<file path="src/rtl/uart_loopback_bist.sv">
// Loopback self-test engine for a UART core with Tx tied to Rx.
// Sends NUM_WORDS words (incrementing or Galois LFSR pattern). Each word is
// received, its ready flag cleared, and the word compared against the sent value.
// Reports pass/fail, error count, first mismatch and receive timeout.
// Every output comes straight from a register.
module uart_loopback_bist #(
  parameter int unsigned       DATA_W       = 8,
  parameter int unsigned       NUM_WORDS    = 3,
  parameter int unsigned       TIMEOUT_CYC  = 65536,
  parameter logic [DATA_W-1:0] LFSR_TAPS    = 8'hB8,
  parameter logic [DATA_W-1:0] LFSR_SEED    = 8'h01,
  parameter bit                STOP_ON_FAIL = 1'b1,
  localparam int unsigned      CW           = $clog2(NUM_WORDS + 1)
) (
  input  logic              clk_50m,
  input  logic              rst,
  input  logic              start,
  input  logic              pattern_sel,
  output logic [DATA_W-1:0] tx_data,
  output logic              tx_wr_en,
  input  logic              tx_busy,
  input  logic              rx_ready,
  output logic              rx_ready_clr,
  input  logic [DATA_W-1:0] rx_data,
  output logic              busy,
  output logic              done,
  output logic              pass,
  output logic              timeout,
  output logic [CW-1:0]     err_count,
  output logic [CW-1:0]     words_done,
  output logic [DATA_W-1:0] first_exp,
  output logic [DATA_W-1:0] first_got
);

  localparam int unsigned       TW         = $clog2(TIMEOUT_CYC + 1);
  localparam logic [TW-1:0]     TMO_LAST   = TW'(TIMEOUT_CYC - 1);
  localparam logic [TW-1:0]     TMO_ONE    = TW'(1);
  localparam logic [CW-1:0]     WORDS_LAST = CW'(NUM_WORDS);
  localparam logic [CW-1:0]     CNT_ONE    = CW'(1);
  localparam logic [CW-1:0]     ERR_MAX    = {CW{1'b1}};
  localparam logic [DATA_W-1:0] DATA_ONE   = DATA_W'(1);

  typedef enum logic [2:0] {
    ST_IDLE    = 3'd0,
    ST_SEND    = 3'd1,
    ST_WAIT_RX = 3'd2,
    ST_CLEAR   = 3'd3,
    ST_CHECK   = 3'd4,
    ST_DONE    = 3'd5
  } state_t;

  // Next word of the selected pattern: increment with wrap, or Galois LFSR shift.
  function automatic logic [DATA_W-1:0] advance_pattern(input logic [DATA_W-1:0] p,
                                                        input logic lfsr);
    logic [DATA_W-1:0] r;
    if (lfsr) begin
      r = p[0] ? ((p >> 1) ^ LFSR_TAPS) : (p >> 1);
    end else begin
      r = p + DATA_ONE;
    end
    return r;
  endfunction

  state_t            state_r, state_nx_s;
  logic [DATA_W-1:0] pattern_r, pattern_nx_s;
  logic              lfsr_mode_r, lfsr_mode_nx_s;
  logic [TW-1:0]     tmo_cnt_r, tmo_cnt_nx_s;
  logic [DATA_W-1:0] rx_cap_r, rx_cap_nx_s;
  logic              tx_wr_en_r, tx_wr_en_nx_s;
  logic              rx_ready_clr_r, rx_ready_clr_nx_s;
  logic              busy_r, busy_nx_s;
  logic              done_r, done_nx_s;
  logic              pass_r, pass_nx_s;
  logic              timeout_r, timeout_nx_s;
  logic [CW-1:0]     err_count_r, err_count_nx_s;
  logic [CW-1:0]     words_done_r, words_done_nx_s;
  logic [DATA_W-1:0] first_exp_r, first_exp_nx_s;
  logic [DATA_W-1:0] first_got_r, first_got_nx_s;
  logic              mismatch_s;

  assign mismatch_s = (rx_cap_r != pattern_r);

  // Next-state and next-register values; everything defaults to hold.
  always_comb begin
    state_nx_s        = state_r;
    pattern_nx_s      = pattern_r;
    lfsr_mode_nx_s    = lfsr_mode_r;
    tmo_cnt_nx_s      = tmo_cnt_r;
    rx_cap_nx_s       = rx_cap_r;
    tx_wr_en_nx_s     = 1'b0;
    rx_ready_clr_nx_s = 1'b0;
    done_nx_s         = done_r;
    pass_nx_s         = pass_r;
    timeout_nx_s      = timeout_r;
    err_count_nx_s    = err_count_r;
    words_done_nx_s   = words_done_r;
    first_exp_nx_s    = first_exp_r;
    first_got_nx_s    = first_got_r;
    case (state_r)
      ST_IDLE, ST_DONE: begin
        if (start) begin
          done_nx_s       = 1'b0;
          pass_nx_s       = 1'b0;
          timeout_nx_s    = 1'b0;
          err_count_nx_s  = {CW{1'b0}};
          words_done_nx_s = {CW{1'b0}};
          first_exp_nx_s  = {DATA_W{1'b0}};
          first_got_nx_s  = {DATA_W{1'b0}};
          lfsr_mode_nx_s  = pattern_sel;
          pattern_nx_s    = pattern_sel ? LFSR_SEED : {DATA_W{1'b0}};
          state_nx_s      = ST_SEND;
        end else begin
          state_nx_s = state_r;
        end
      end
      ST_SEND: begin
        // A ready still pending from the previous word must be gone first.
        if (!tx_busy && !rx_ready) begin
          tx_wr_en_nx_s = 1'b1;
          tmo_cnt_nx_s  = {TW{1'b0}};
          state_nx_s    = ST_WAIT_RX;
        end else begin
          state_nx_s = ST_SEND;
        end
      end
      ST_WAIT_RX: begin
        if (rx_ready) begin
          rx_cap_nx_s       = rx_data;
          rx_ready_clr_nx_s = 1'b1;
          state_nx_s        = ST_CLEAR;
        end else if (tmo_cnt_r == TMO_LAST) begin
          timeout_nx_s = 1'b1;
          done_nx_s    = 1'b1;
          pass_nx_s    = 1'b0;
          state_nx_s   = ST_DONE;
        end else begin
          tmo_cnt_nx_s = tmo_cnt_r + TMO_ONE;
        end
      end
      ST_CLEAR: begin
        state_nx_s = ST_CHECK;
      end
      ST_CHECK: begin
        words_done_nx_s = words_done_r + CNT_ONE;
        if (mismatch_s) begin
          err_count_nx_s = (err_count_r == ERR_MAX) ? ERR_MAX : (err_count_r + CNT_ONE);
          if (err_count_r == {CW{1'b0}}) begin
            first_exp_nx_s = pattern_r;
            first_got_nx_s = rx_cap_r;
          end else begin
            first_exp_nx_s = first_exp_r;
          end
        end else begin
          err_count_nx_s = err_count_r;
        end
        if ((mismatch_s && STOP_ON_FAIL) || (words_done_nx_s == WORDS_LAST)) begin
          done_nx_s  = 1'b1;
          pass_nx_s  = !mismatch_s && (err_count_r == {CW{1'b0}});
          state_nx_s = ST_DONE;
        end else begin
          pattern_nx_s = advance_pattern(pattern_r, lfsr_mode_r);
          state_nx_s   = ST_SEND;
        end
      end
      default: begin
        state_nx_s = ST_IDLE;
      end
    endcase
    busy_nx_s = (state_nx_s != ST_IDLE) && (state_nx_s != ST_DONE);
  end

  // State and output registers with synchronous reset.
  always_ff @(posedge clk_50m) begin
    if (rst) begin
      state_r        <= ST_IDLE;
      pattern_r      <= {DATA_W{1'b0}};
      lfsr_mode_r    <= 1'b0;
      tmo_cnt_r      <= {TW{1'b0}};
      rx_cap_r       <= {DATA_W{1'b0}};
      tx_wr_en_r     <= 1'b0;
      rx_ready_clr_r <= 1'b0;
      busy_r         <= 1'b0;
      done_r         <= 1'b0;
      pass_r         <= 1'b0;
      timeout_r      <= 1'b0;
      err_count_r    <= {CW{1'b0}};
      words_done_r   <= {CW{1'b0}};
      first_exp_r    <= {DATA_W{1'b0}};
      first_got_r    <= {DATA_W{1'b0}};
    end else begin
      state_r        <= state_nx_s;
      pattern_r      <= pattern_nx_s;
      lfsr_mode_r    <= lfsr_mode_nx_s;
      tmo_cnt_r      <= tmo_cnt_nx_s;
      rx_cap_r       <= rx_cap_nx_s;
      tx_wr_en_r     <= tx_wr_en_nx_s;
      rx_ready_clr_r <= rx_ready_clr_nx_s;
      busy_r         <= busy_nx_s;
      done_r         <= done_nx_s;
      pass_r         <= pass_nx_s;
      timeout_r      <= timeout_nx_s;
      err_count_r    <= err_count_nx_s;
      words_done_r   <= words_done_nx_s;
      first_exp_r    <= first_exp_nx_s;
      first_got_r    <= first_got_nx_s;
    end
  end

  assign tx_data      = pattern_r;
  assign tx_wr_en     = tx_wr_en_r;
  assign rx_ready_clr = rx_ready_clr_r;
  assign busy         = busy_r;
  assign done         = done_r;
  assign pass         = pass_r;
  assign timeout      = timeout_r;
  assign err_count    = err_count_r;
  assign words_done   = words_done_r;
  assign first_exp    = first_exp_r;
  assign first_got    = first_got_r;

endmodule

</file>
<file path="config.mk">
export PLATFORM = sky130hd
export DESIGN_NAME = uart_loopback_bist
export DESIGN_NICKNAME = d
export VERILOG_FILES = /design/src/rtl/uart_loopback_bist.sv
export SDC_FILE = /design/constraint.sdc
export NUM_CORES = 1
export LEC_CHECK = 0
export ABC_AREA = 1
export BUFFER_PORTS_ARGS = -buffer_cell sky130_fd_sc_hd__buf_2
export CAP_MARGIN = 20
export CORE_UTILIZATION = 30
export CTS_CLUSTER_SIZE = 30
export DETAILED_ROUTE_END_ITERATION = 7
export PLACE_DENSITY_LB_ADDON = 0.3
export SLEW_MARGIN = 25
export SYNTH_ARGS = -nofsm -noshare
export SYNTH_HDL_FRONTEND = slang
export SYNTH_SLANG_ARGS = --single-unit
</file>
<file path="constraint.sdc">
create_clock -name clk_50m -period 5.1 [get_ports clk_50m]
set_input_delay 0 -clock clk_50m [delete_from_list [all_inputs] [get_ports clk_50m]]
set_output_delay 0 -clock clk_50m [all_outputs]
set_load 0.005 [all_outputs]
</file>
# Yosys cells after proc, flatten, opt, wreduce, memory -nomap -nowiden
# Index checks and enable logic that the tools add are counted.
word_totals:
  latch_bits: 0
  regBits: 63
  mem_bits_rw: 0
  wordCells: 107
  output_inout_bits: 34
  input_bits: 14
  n_memories: 0
  rom_bits: 0
classes:
  n_lt_le_gt_ge: 0
  n_reduce_logical: 26
  n_mux: 40
  mul: 0
  n_shift: 0
  addsub: 4
  div: 0
  n_eq_ne: 19
  bitwise_logic: 3
ops:
  columns: ["cell", "count"]
  rows:
  - ["8-bit 2-to-1 mux", 9]
  - ["17-bit 2-to-1 mux", 3]
  - ["8-bit case mux with 2 select lines", 3]
  - ["17-bit case mux with 2 select lines", 1]
  - ["2-bit != test, second input constant", 9]
  - ["17-bit by 1-bit adder with 17-bit output, second input constant", 1]
  - ["17-bit by 16-bit equality test with 1-bit output, second input constant", 1]
  - ["3-bit case mux with 5 select lines", 1]
  - ["3-bit 2-to-1 mux", 4]
  - ["4-bit AND reduction", 3]
  - ["1-bit 2-to-1 mux", 10]
  - ["8-bit by 1-bit adder with 8-bit output, second input constant", 1]
  - ["2-bit 2-to-1 mux", 4]
  - ["8-bit != test", 1]
  - ["2-bit case mux with 2 select lines", 2]
  - ["3-bit by 2-bit equality test with 1-bit output, second input constant", 2]
  - ["3-bit equality test, second input constant", 2]
  - ["1-bit case mux with 3 select lines", 2]
  - ["2-bit AND reduction", 3]
  - ["3-bit AND reduction", 2]
  - ["2-bit nonzero test", 3]
  - ["3-bit nonzero test", 2]
  - ["2-bit OR reduction", 3]
  - ["5-bit AND reduction", 1]
  - ["other kinds (12)", 19]

# Logic depth before layout (Yosys ltp)
# Gate-level depths: netlist (run 1).
depth:
  depth_word: 7
  ltp_mapped: 14
  ltp_nobuf: 14

# Least setup slack after synthesis (run 1)
# OpenSTA, ideal clock, no wires.
synth_path:
  path_type: "register to register"
  startpoint: "reg tmo_cnt_r[0]"
  endpoint: "reg pass_r (netlist: pass)"
  setup_slack_ps: 3059
  period_less_slack_ps: 2041
  arrival_time_ps: 1926
  path_buffers: 0
  stages_incl_launch_ff: 14
  cell_sequence: "dfxtp_1 ha_1 inv_1 nor3_1 inv_1 nor3_1 ha_1 inv_1 o21ai_0 o211ai_1 nor2_1 nand3_1 nand2_1 nor2_1"
synth_between:
  elab_chain_cells: 3
synth_rtl:
  columns: ["item", "line_no", "rtl"]
  rows:
  - ["start: declaration", "67", "logic [TW-1:0] tmo_cnt_r, tmo_cnt_nx_s;"]
  - ["start signal: assignment", "178", "tmo_cnt_r <= {TW{1'b0}};"]
  - ["start signal: assignment", "194", "tmo_cnt_r <= tmo_cnt_nx_s;"]
  - ["17-bit by 16-bit equality test with 1-bit output", "131", "end else if (tmo_cnt_r == TMO_LAST) begin"]
  - ["2-bit != test (no line)", null, null]
  - ["5-bit AND reduction (no line)", null, null]
  - ["end signal: assignment", "200", "pass_r <= pass_nx_s;"]
  - ["end: declaration", "73", "logic pass_r, pass_nx_s;"]
# No other way between the ends.
# A chain may end at the register's enable or synchronous reset.

# Worst setup path after layout (run 1)
layout_path:
  startpoint: "reg tmo_cnt_r[1]"
  endpoint: "reg tmo_cnt_r[8]"
layout_between:
  elab_chain_cells: 4
layout_rtl:
  columns: ["item", "line_no", "rtl"]
  rows:
  - ["17-bit by 1-bit adder with 17-bit output", "137", "tmo_cnt_nx_s = tmo_cnt_r + TMO_ONE;"]
  - ["17-bit 2-to-1 mux", "131", null]
  - ["17-bit 2-to-1 mux", "127", "if (rx_ready) begin"]
  - ["17-bit case mux with 2 select lines", "99", "case (state_r)"]
# Parallel ways exist; a longest one is shown, timed or not. The select of a mux whose other input is x is not followed.

==> summary.txt, run 1 <==
Run status
  – Status: complete, no violations

Power
  – Max VDD drop: 164 uV
  – PwrDens: around 350 nW/um^2
  – Leakage Power: between 1.5 and 2 nW
  – Sequential share of power: approximately two fifths
  – Sw Ratio: between 30 and 40%
  – Logic pwr share: 19.8%
  – Sw power: 0.458 mW
  – Overall power consumption: roughly 1.4 mW
  – Int Power: approximately 0.94 mW
  – Power share of the clock group: between 40 and 50%

Setup path
  – Delay-heaviest family, CP: simple AND/OR/NAND/NOR gates
  – CP Depth: 14
  – FF-to-FF Start: tmo_cnt_r[1]$_SDFFE_PP0P_
  – CP peak stage delay: about 360 ps
  – CP Class: flip-flop to flip-flop
  – CP Max Fanout: 14
  – R2r endpoint: tmo_cnt_r[8]$_SDFFE_PP0P_
  – Worst Setup SP: tmo_cnt_r[1]$_SDFFE_PP0P_
  – CP arrival: ~2800 ps
  – Worst Path Required: 5360 ps
  – Setup crit end kind: flip-flop
  – CP max stage cell: dfxtp_1
  – Flop2flop setup slack: about 2600 ps
  – Worst Reg-to-Reg Cells: 14
  – Critical-path cell list: ha_1 > inv_1 > nor3_1 > inv_1 > nor3_1 > ha_1 > inv_1 > a21oi_1 > inv_1 > nand2_2 > nor2_1 > inv_1 > o21ai_0 > a21oi_1
  – Buf/Inv on CP: 5
  – CP endpoint: tmo_cnt_r[8]$_SDFFE_PP0P_
  – Most used cell, CP: inv_1
  – Crit start category: flip-flop

Finish
  – Antenna Cells: 0
  – Number of fill cells: between 1,000 and 1,500
  – Layout area overhead: 19.6%
  – Layout Cell Area excl Fill: between 4000 and 5000 um^2
  – Final Non-Filler Cells: slightly below 700
  – Layout cell share with drive strength beyond 1: a little under a fifth
  – Nets: roughly 550

Placed design
  – Inst Count DP: roughly 660
  – Final GP Congestion: about 0.85
  – Setup Slack @ Placement: about 2600 ps
  – Port bufs: 47
  – DP HPWL: roughly 6.3 mm
  – Placed cell area: around 3700 um^2

Drt
  – Detail Route Antenna Nets: 0
  – 1st-iter DRT viols: ~190
  – Vias per inst: just under 5
  – Post-Route WL: around 8.8 mm
  – Drt drc: 0
  – Vias after detailed routing: approximately 3,300
  – TritonRoute pass-1 iters: 4
  – DR WL/cell: 13.0 um

Global route
  – Initial antenna violation count: 0
  – Overall routing resource usage: between 15 and 20%
  – Most used routing layer: met2
  – Met1 usage: between 20 and 25%
  – GR Layer Usage met3: under 10%
  – GR Overflow Total: 0
  – Largest net degree at the start of global routing: 34
  – Global-route wire length before repair: around 15 mm
  – Met2 GRT Util: 24.6%
  – Vias in the first global route: around 3,000

CTS
  – Clock Sinks: between 60 and 70
  – Clk Latency, worst-skew pair: 340 ps
  – CTS Buffer Depth: 2
  – CTS Root Cell: clkbuf_16
  – CTS buffer count: 9
  – Clk slew on worst S/H paths: around 60 ps
  – # H-tree levels: 3
  – CTS tree: yes

Worst hold path
  – Hold Crit Class: primary input to flip-flop

Yosys
  – Post-synth top cells: nand2_1, dfxtp_1, inv_1, nor2_1, a21oi_1
  – Register area share after synthesis: a little under two fifths
  – Fraction of registers with async set/reset: 0%
  – Share of the synthesized area in the top cell type: a little under two fifths
  – Primary FF master, synth: dfxtp_1
  – Yosys cell types: 36
  – Yosys warning count: 0
  – Yosys top cell by area: dfxtp_1
  – Number of flops mapped to enable cells by yosys: 0
  – Syn nets: ~510
  – Mapped Cells: between 400 and 500
  – Most common cell in the netlist: nand2_1
  – Synthesis-stage register bit count: between 60 and 70
  – Average cell area after synthesis: about 6.9 um^2
  – Post-synthesis cell area: 3380 um^2
  – Largest cells by area after synthesis: dfxtp_1, nand2_1, nand4_1, inv_1, a21oi_1

Floorplanning
  – Horiz. Die Dim: around 110 um
  – Core region area: 10,900 um^2
  – Die Y: 108 um
  – FP Rows: 38
  – Die area: ~12,000 um^2
  – I/O Pins: 48
  – Starting Density: a little under a third

Timing
  – Achievable Freq: between 300 and 400 MHz
  – Setup violators final: 0
  – Final min period: roughly 2500 ps
  – Final hold vios: 0
  – Unrepaired setup endpoints after global routing: false
  – Final worst path period share: around 49%
  – Worst Tran Pin Value: between 800 and 900 ps
  – Clock Skew: 7.94 ps
  – Max Slew Vio Count: 0
  – Final TNS setup: 0 ps
  – Final WS setup: 2580 ps
  – Relative slew margins: approximately two fifths

Job
  – Max-Cap Viols: 0
[what timing repair did]
action | 4_1_cts | 5_1_grt
hold buffers | 9 | 0
setup buffers | 0 | 0
endpoints found under the hold margin | 9 | 0
gates resized for setup | 0 | 0
[cells by family after synthesis]
logic type               after synthesis  synth area share, %
flip-flops                            63                 37.3
XOR/XNOR                              10                 2.81
adder cells (fa/ha/maj)                4                 1.48
AND/OR/NAND/NOR                      238                 32.4
AO/OA/AOI/OAI                         93                 15.8
buffers and inverters                 80                 10.2
[flip-flops by register name, indices dropped and copies added (netlist names), 2 cells and up]
name	cells
state_r	3
tx_data	8
first_exp	8
rx_cap_r	8
tmo_cnt_r	17
first_got	8
err_count	2
words_done	2
[power groups by stage]
stage | logic, mW | registers [mW] | clock network, mW
4_1_cts | 0.277 | 0.557 | 0.579
5_1_grt | 0.312 | 0.562 | 0.603
2_1_floorplan | 0.217 | 0.552 | 0
3_3_place_gp | 0.268 | 0.567 | 0
3_5_place_dp | 0.271 | 0.567 | 0
6_report | 0.276 | 0.558 | 0.564
[cell usage in the layout (no fill, tap or decap), types with 2 or more instances in the layout]
cell type	synthesis	routed
clkinv_2	0	2
ha_1	4	4
nand4_1	37	37
nor2_4	2	2
xnor2_1	5	5
inv_1	57	57
o211ai_1	3	3
nor2_1	53	53
dfxtp_1	63	63
a21oi_1	41	41
o21ai_0	30	30
clkinv_4	0	2
xor2_1	4	4
nand2_2	14	14
a31oi_1	2	2
dlygate4sd3_1	0	9
clkinvlp_4	0	3
nand2_1	98	98
nand3_1	20	20
inv_2	3	3
nor3_1	8	8
clkbuf_16	0	9
buf_2	5	47
a21oi_2	10	10
[metal layers]
layer / wire length, um / part of all wire, % / vias to the layer above
li1: - / - / 1711
met1: 4340 / 49 / 1529
met2: 4060 / 46 / 65
met3: 323 / 3.7 / 10
met4: 116 / 1.3 / 0
met5: 0 / 0 / -
[worst min path at each step]
| stage | start | to | slack, ps | depth (start not counted) |
|---|---|---|---|---|
| after floorplan | rx_data[0] | rx_cap_r[0]$_SDFFE_PP0P_ | 130 | 2 |
| after global routing | rx_ready | timeout$_SDFFE_PP0P_ | 60 | 4 |
| after CTS | rx_ready | timeout$_SDFFE_PP0P_ | 20 | 4 |
| after global placement | rx_data[3] | rx_cap_r[3]$_SDFFE_PP0P_ | 230 | 3 |
| after detailed placement | rx_data[3] | rx_cap_r[3]$_SDFFE_PP0P_ | 240 | 3 |
| final | rx_ready | timeout$_SDFFE_PP0P_ | 40 | 4 |
[area by class of cell]
type | instances | area [um^2] | area share, %
Multi-Input combinational cell | 345 | 1780 | 43.9
Sequential cell | 63 | 1260 | 31.2
Timing Repair Buffer | 57 | 333 | 8.22
Clock buffer | 9 | 225 | 5.56
Inverter | 60 | 225 | 5.56
Tap cell | 140 | 175 | 4.33
Clock inverter | 7 | 50.0 | 1.24
[worst reg2reg max path: stages (launching register included)]
cell	delay (ps)
dfxtp_1	360
ha_1	220
inv_1	70
nor3_1	300
inv_1	110
nor3_1	220
ha_1	180
inv_1	60
a21oi_1	170
inv_1	110
nand2_2	220
nor2_1	140
inv_1	70
o21ai_0	60
a21oi_1	140
[per-stage QoR]
stage,utilization (%),hold slack (ps)
detailed placement,33.7,240
CTS,37.0,22.5
floorplan,-,135
global route,37.0,58.7
finish,37.0,36.9
global placement,33.7,234
Note: power is estimated with default switching activity, not from simulation.
==> inputs of run 2 (changes only) <==
==> constraint.sdc (replaced) <==
create_clock -name clk_50m -period 2.3 [get_ports clk_50m]
set_input_delay 0 -clock clk_50m [delete_from_list [all_inputs] [get_ports clk_50m]]
set_output_delay 0 -clock clk_50m [all_outputs]
set_load 0.005 [all_outputs]
==> run 2 against run 1 <==
Compared with the run above: via count is 3.1% higher; design area is 6.8% higher; die area is the same; cell count increased by 4.0%; global-route usage increased by 1.1 points; largest cell class unchanged; largest power group unchanged.
==> summary.txt, run 2 (synthesis results as in run 1) <==
Run status
  – Status: complete, no violations

Placed design
  – Port bufs: 47 (unchanged)
  – Inst Count DP: 686 (+4.6%)
  – DP HPWL: 6.83 mm (+9.2%)
  – Final GP Congestion: 0.859 (+0.59%)

Timing
  – Worst Tran Pin Value: 501 ps (-370 ps)
  – Setup violators final: 0 (unchanged)
  – Hold_ws: 1.26 ps (-35.7 ps)
  – Relative slew margins: 66.6% (+25 points)
  – Max Slew Vio Count: 0 (unchanged)
  – Unrepaired setup endpoints after global routing: false
  – Final TNS setup: 0 ps (unchanged)
  – Achievable Freq: 484 MHz (+22%)
  – Final worst path period share: 89.9% (+40 points)
  – Final min period: 2070 ps (-452 ps)
  – Clock Skew: 4.09 ps (-3.85 ps)
  – Final hold vios: 0 (unchanged)

Power
  – Overall power consumption: 3.23 mW (+130%)
  – Max VDD drop: 317 uV (+93%)
  – PwrDens: 748 nW/um^2 (+120%)
  – Leakage Power: 1.89 nW (+9.7%)

Setup path
  – CP max stage cell: dfxtp_2
  – Delay-heaviest family, CP: simple AND/OR/NAND/NOR gates
  – Flop2flop setup slack: 230 ps (-2350 ps)
  – Setup crit end kind: flip-flop
  – CP Max Fanout: 5 (-9)
  – Worst Path Required: 2520 ps (-2840 ps)
  – CP arrival: 2290 ps (-490 ps)
  – Worst Reg-to-Reg Cells: 14 (unchanged)
  – R2r endpoint: tmo_cnt_r[8]$_SDFFE_PP0P_
  – FF-to-FF Start: tmo_cnt_r[0]$_SDFFE_PP0P_
  – Buf/Inv on CP: 5 (unchanged)
  – CP peak stage delay: 330 ps (-30 ps)
  – Critical-path cell list: ha_2 > inv_1 > nor3_2 > inv_1 > nor3_2 > ha_1 > inv_1 > a21oi_2 > inv_1 > nand2_4 > nor2_1 > inv_1 > o21ai_0 > a21oi_1
  – CP Class: flip-flop to flip-flop
  – Most used cell, CP: inv_1
  – Crit start category: flip-flop

Drt
  – Drt drc: 0 (unchanged)
  – Vias per inst: 4.83 (-0.80%)
  – Met3 Wirelength: 468 um (+45%)
  – Detail Route Antenna Nets: 0 (unchanged)
  – Vias after detailed routing: 3,419 (+3.1%)
  – Post-Route WL: 9.26 mm (+4.6%)
  – Met1 Routed Length: 4.36 mm (+0.48%)
  – Uppermost routed layer: met4
  – 1st-iter DRT viols: 111 (-42%)
  – DR WL/cell: 13.1 um (+0.66%)
  – Routed met2 length: 4.27 mm (+5.2%)
  – TritonRoute pass-1 iters: 5 (+1)

Job
  – Max-Cap Viols: 0 (unchanged)

Floorplanning
  – Starting Density: 30.9% (unchanged)
  – Horiz. Die Dim: 108 um (unchanged)
  – Die area: 11,700 um^2 (unchanged)
  – Core region area: 10,900 um^2 (unchanged)
  – Die Y: 108 um (unchanged)
  – I/O Pins: 48 (unchanged)
  – FP Rows: 38 (unchanged)

Global route
  – Vias in the first global route: 3,278 (+10%)
  – Largest net degree at the start of global routing: 33 (-2.9%)
  – Initial antenna violation count: 0 (unchanged)
  – GR Overflow Total: 0 (unchanged)
  – Global-route wire length before repair: 15.6 mm (+6.9%)
  – Overall routing resource usage: 17.2% (+1.1 points)

Finish
  – Layout cell share with drive strength beyond 1: 23.1% (+4.8 points)
  – Most flops, register: tmo_cnt_r
  – Nets: 583 (+5.2%)
  – Most frequent cells in the layout: nand2_1, dfxtp_1, inv_1, nor2_1, buf_2
  – Number of fill cells: 1,189 (+2.6%)
  – Commonest non-fill, non-tap cell in the layout: nand2_1
  – Antenna Cells: 0 (unchanged)
  – Final Non-Filler Cells: 708 (+4.0%)
  – Final core utilization: 39.5% (+2.5 points)
  – Layout area overhead: 27.8%
  – Max reg flops: 17 (unchanged)

Worst hold path
  – Hold Crit Class: primary input to flip-flop
  – WHS Path Cells: 3 (-1)
  – Hold EP: rx_cap_r[5]$_SDFFE_PP0P_
  – Hold Startpoint: rx_data[5]

CTS
  – Clock Sinks: 63 (unchanged)
  – CTS Buffer Depth: 2 (unchanged)
  – Clk slew on worst S/H paths: 50 ps (about the same)
  – CTS tree: yes
  – CTS Root Cell: clkbuf_16
  – # H-tree levels: 3 (unchanged)
  – CTS buffer count: 9 (unchanged)
  – Clk Latency, worst-skew pair: 340 ps (about the same)
==> run 2: cell types whose count changed in the layout (fill, tap and decap cells not counted), sizes merged <==
cell / delta
buf: +30
bufinv: +1
clkbuf: +4
clkinv: -4
clkinvlp: -3
dlygate4sd3: -1
==> run 2: how the worst max path moves through the flow <==
stage          cells past startpoint                       from                   endpoint
6_report                          14  tmo_cnt_r[0]$_SDFFE_PP0P_  tmo_cnt_r[8]$_SDFFE_PP0P_
4_1_cts                           14  tmo_cnt_r[0]$_SDFFE_PP0P_  tmo_cnt_r[8]$_SDFFE_PP0P_
3_3_place_gp                      12  tmo_cnt_r[0]$_SDFFE_PP0P_  tmo_cnt_r[9]$_SDFFE_PP0P_
3_5_place_dp                      14  tmo_cnt_r[0]$_SDFFE_PP0P_          pass$_SDFFE_PP0P_
2_1_floorplan                     13  tmo_cnt_r[0]$_SDFFE_PP0P_          pass$_SDFFE_PP0P_
5_1_grt                           13  tmo_cnt_r[9]$_SDFFE_PP0P_          pass$_SDFFE_PP0P_
==> run 2: worst register-to-register path, delay by kind of cell, from the launching register on <==
kind                       cells  cell delay [ps]
adders and majority gates      2              360
buffers and inverters          5              430
DFF                            1              330
and+or+nand+nor                4              500
AOI/OAI and AO/OA              3              320
==> run 2: per-stage QoR <==
step           cell area [um^2]  setup WS (ps)
5_1_grt                    4320           12.0
3_5_place_dp               3930          -31.3
2_1_floorplan              3380            259
6_report                   4320            233
4_1_cts                    4300           12.4
3_3_place_gp               3930           48.3
==> run 2: where the power goes <==
group          internal [mW]  switching (mW)  leakage, nW
Combinational          0.257           0.444         1.24
Sequential              1.15          0.0548        0.512
Clock                  0.857           0.472        0.136
Total                   2.26           0.971         1.89
==> run 2: repair_timing <==
action	CTS	global route
buffers inserted	0	0
pin swaps	1	2
hold buffers	8	0
setup endpoints to repair	2	20
resized for setup	2	7
endpoints found under the hold margin	8	0
==> run 2: area by class of cell <==
type	instances	area (um^2)	area share, %
clock buffers	13	250	5.79
clock inverters	1	30.0	0.695
inverters	60	225	5.21
multi-input cells	345	1810	41.8
flip-flops and latches	63	1260	29.2
well taps	140	175	4.05
repair buffers	86	573	13.3
==> run 2: per-layer routing <==
metal / GRT usage, % / vias up
li1: - / 1764
met1: 21.7 / 1559
met2: 27.8 / 83
met3: 4.70 / 13
met4: 6.46 / 0
met5: 0 / -
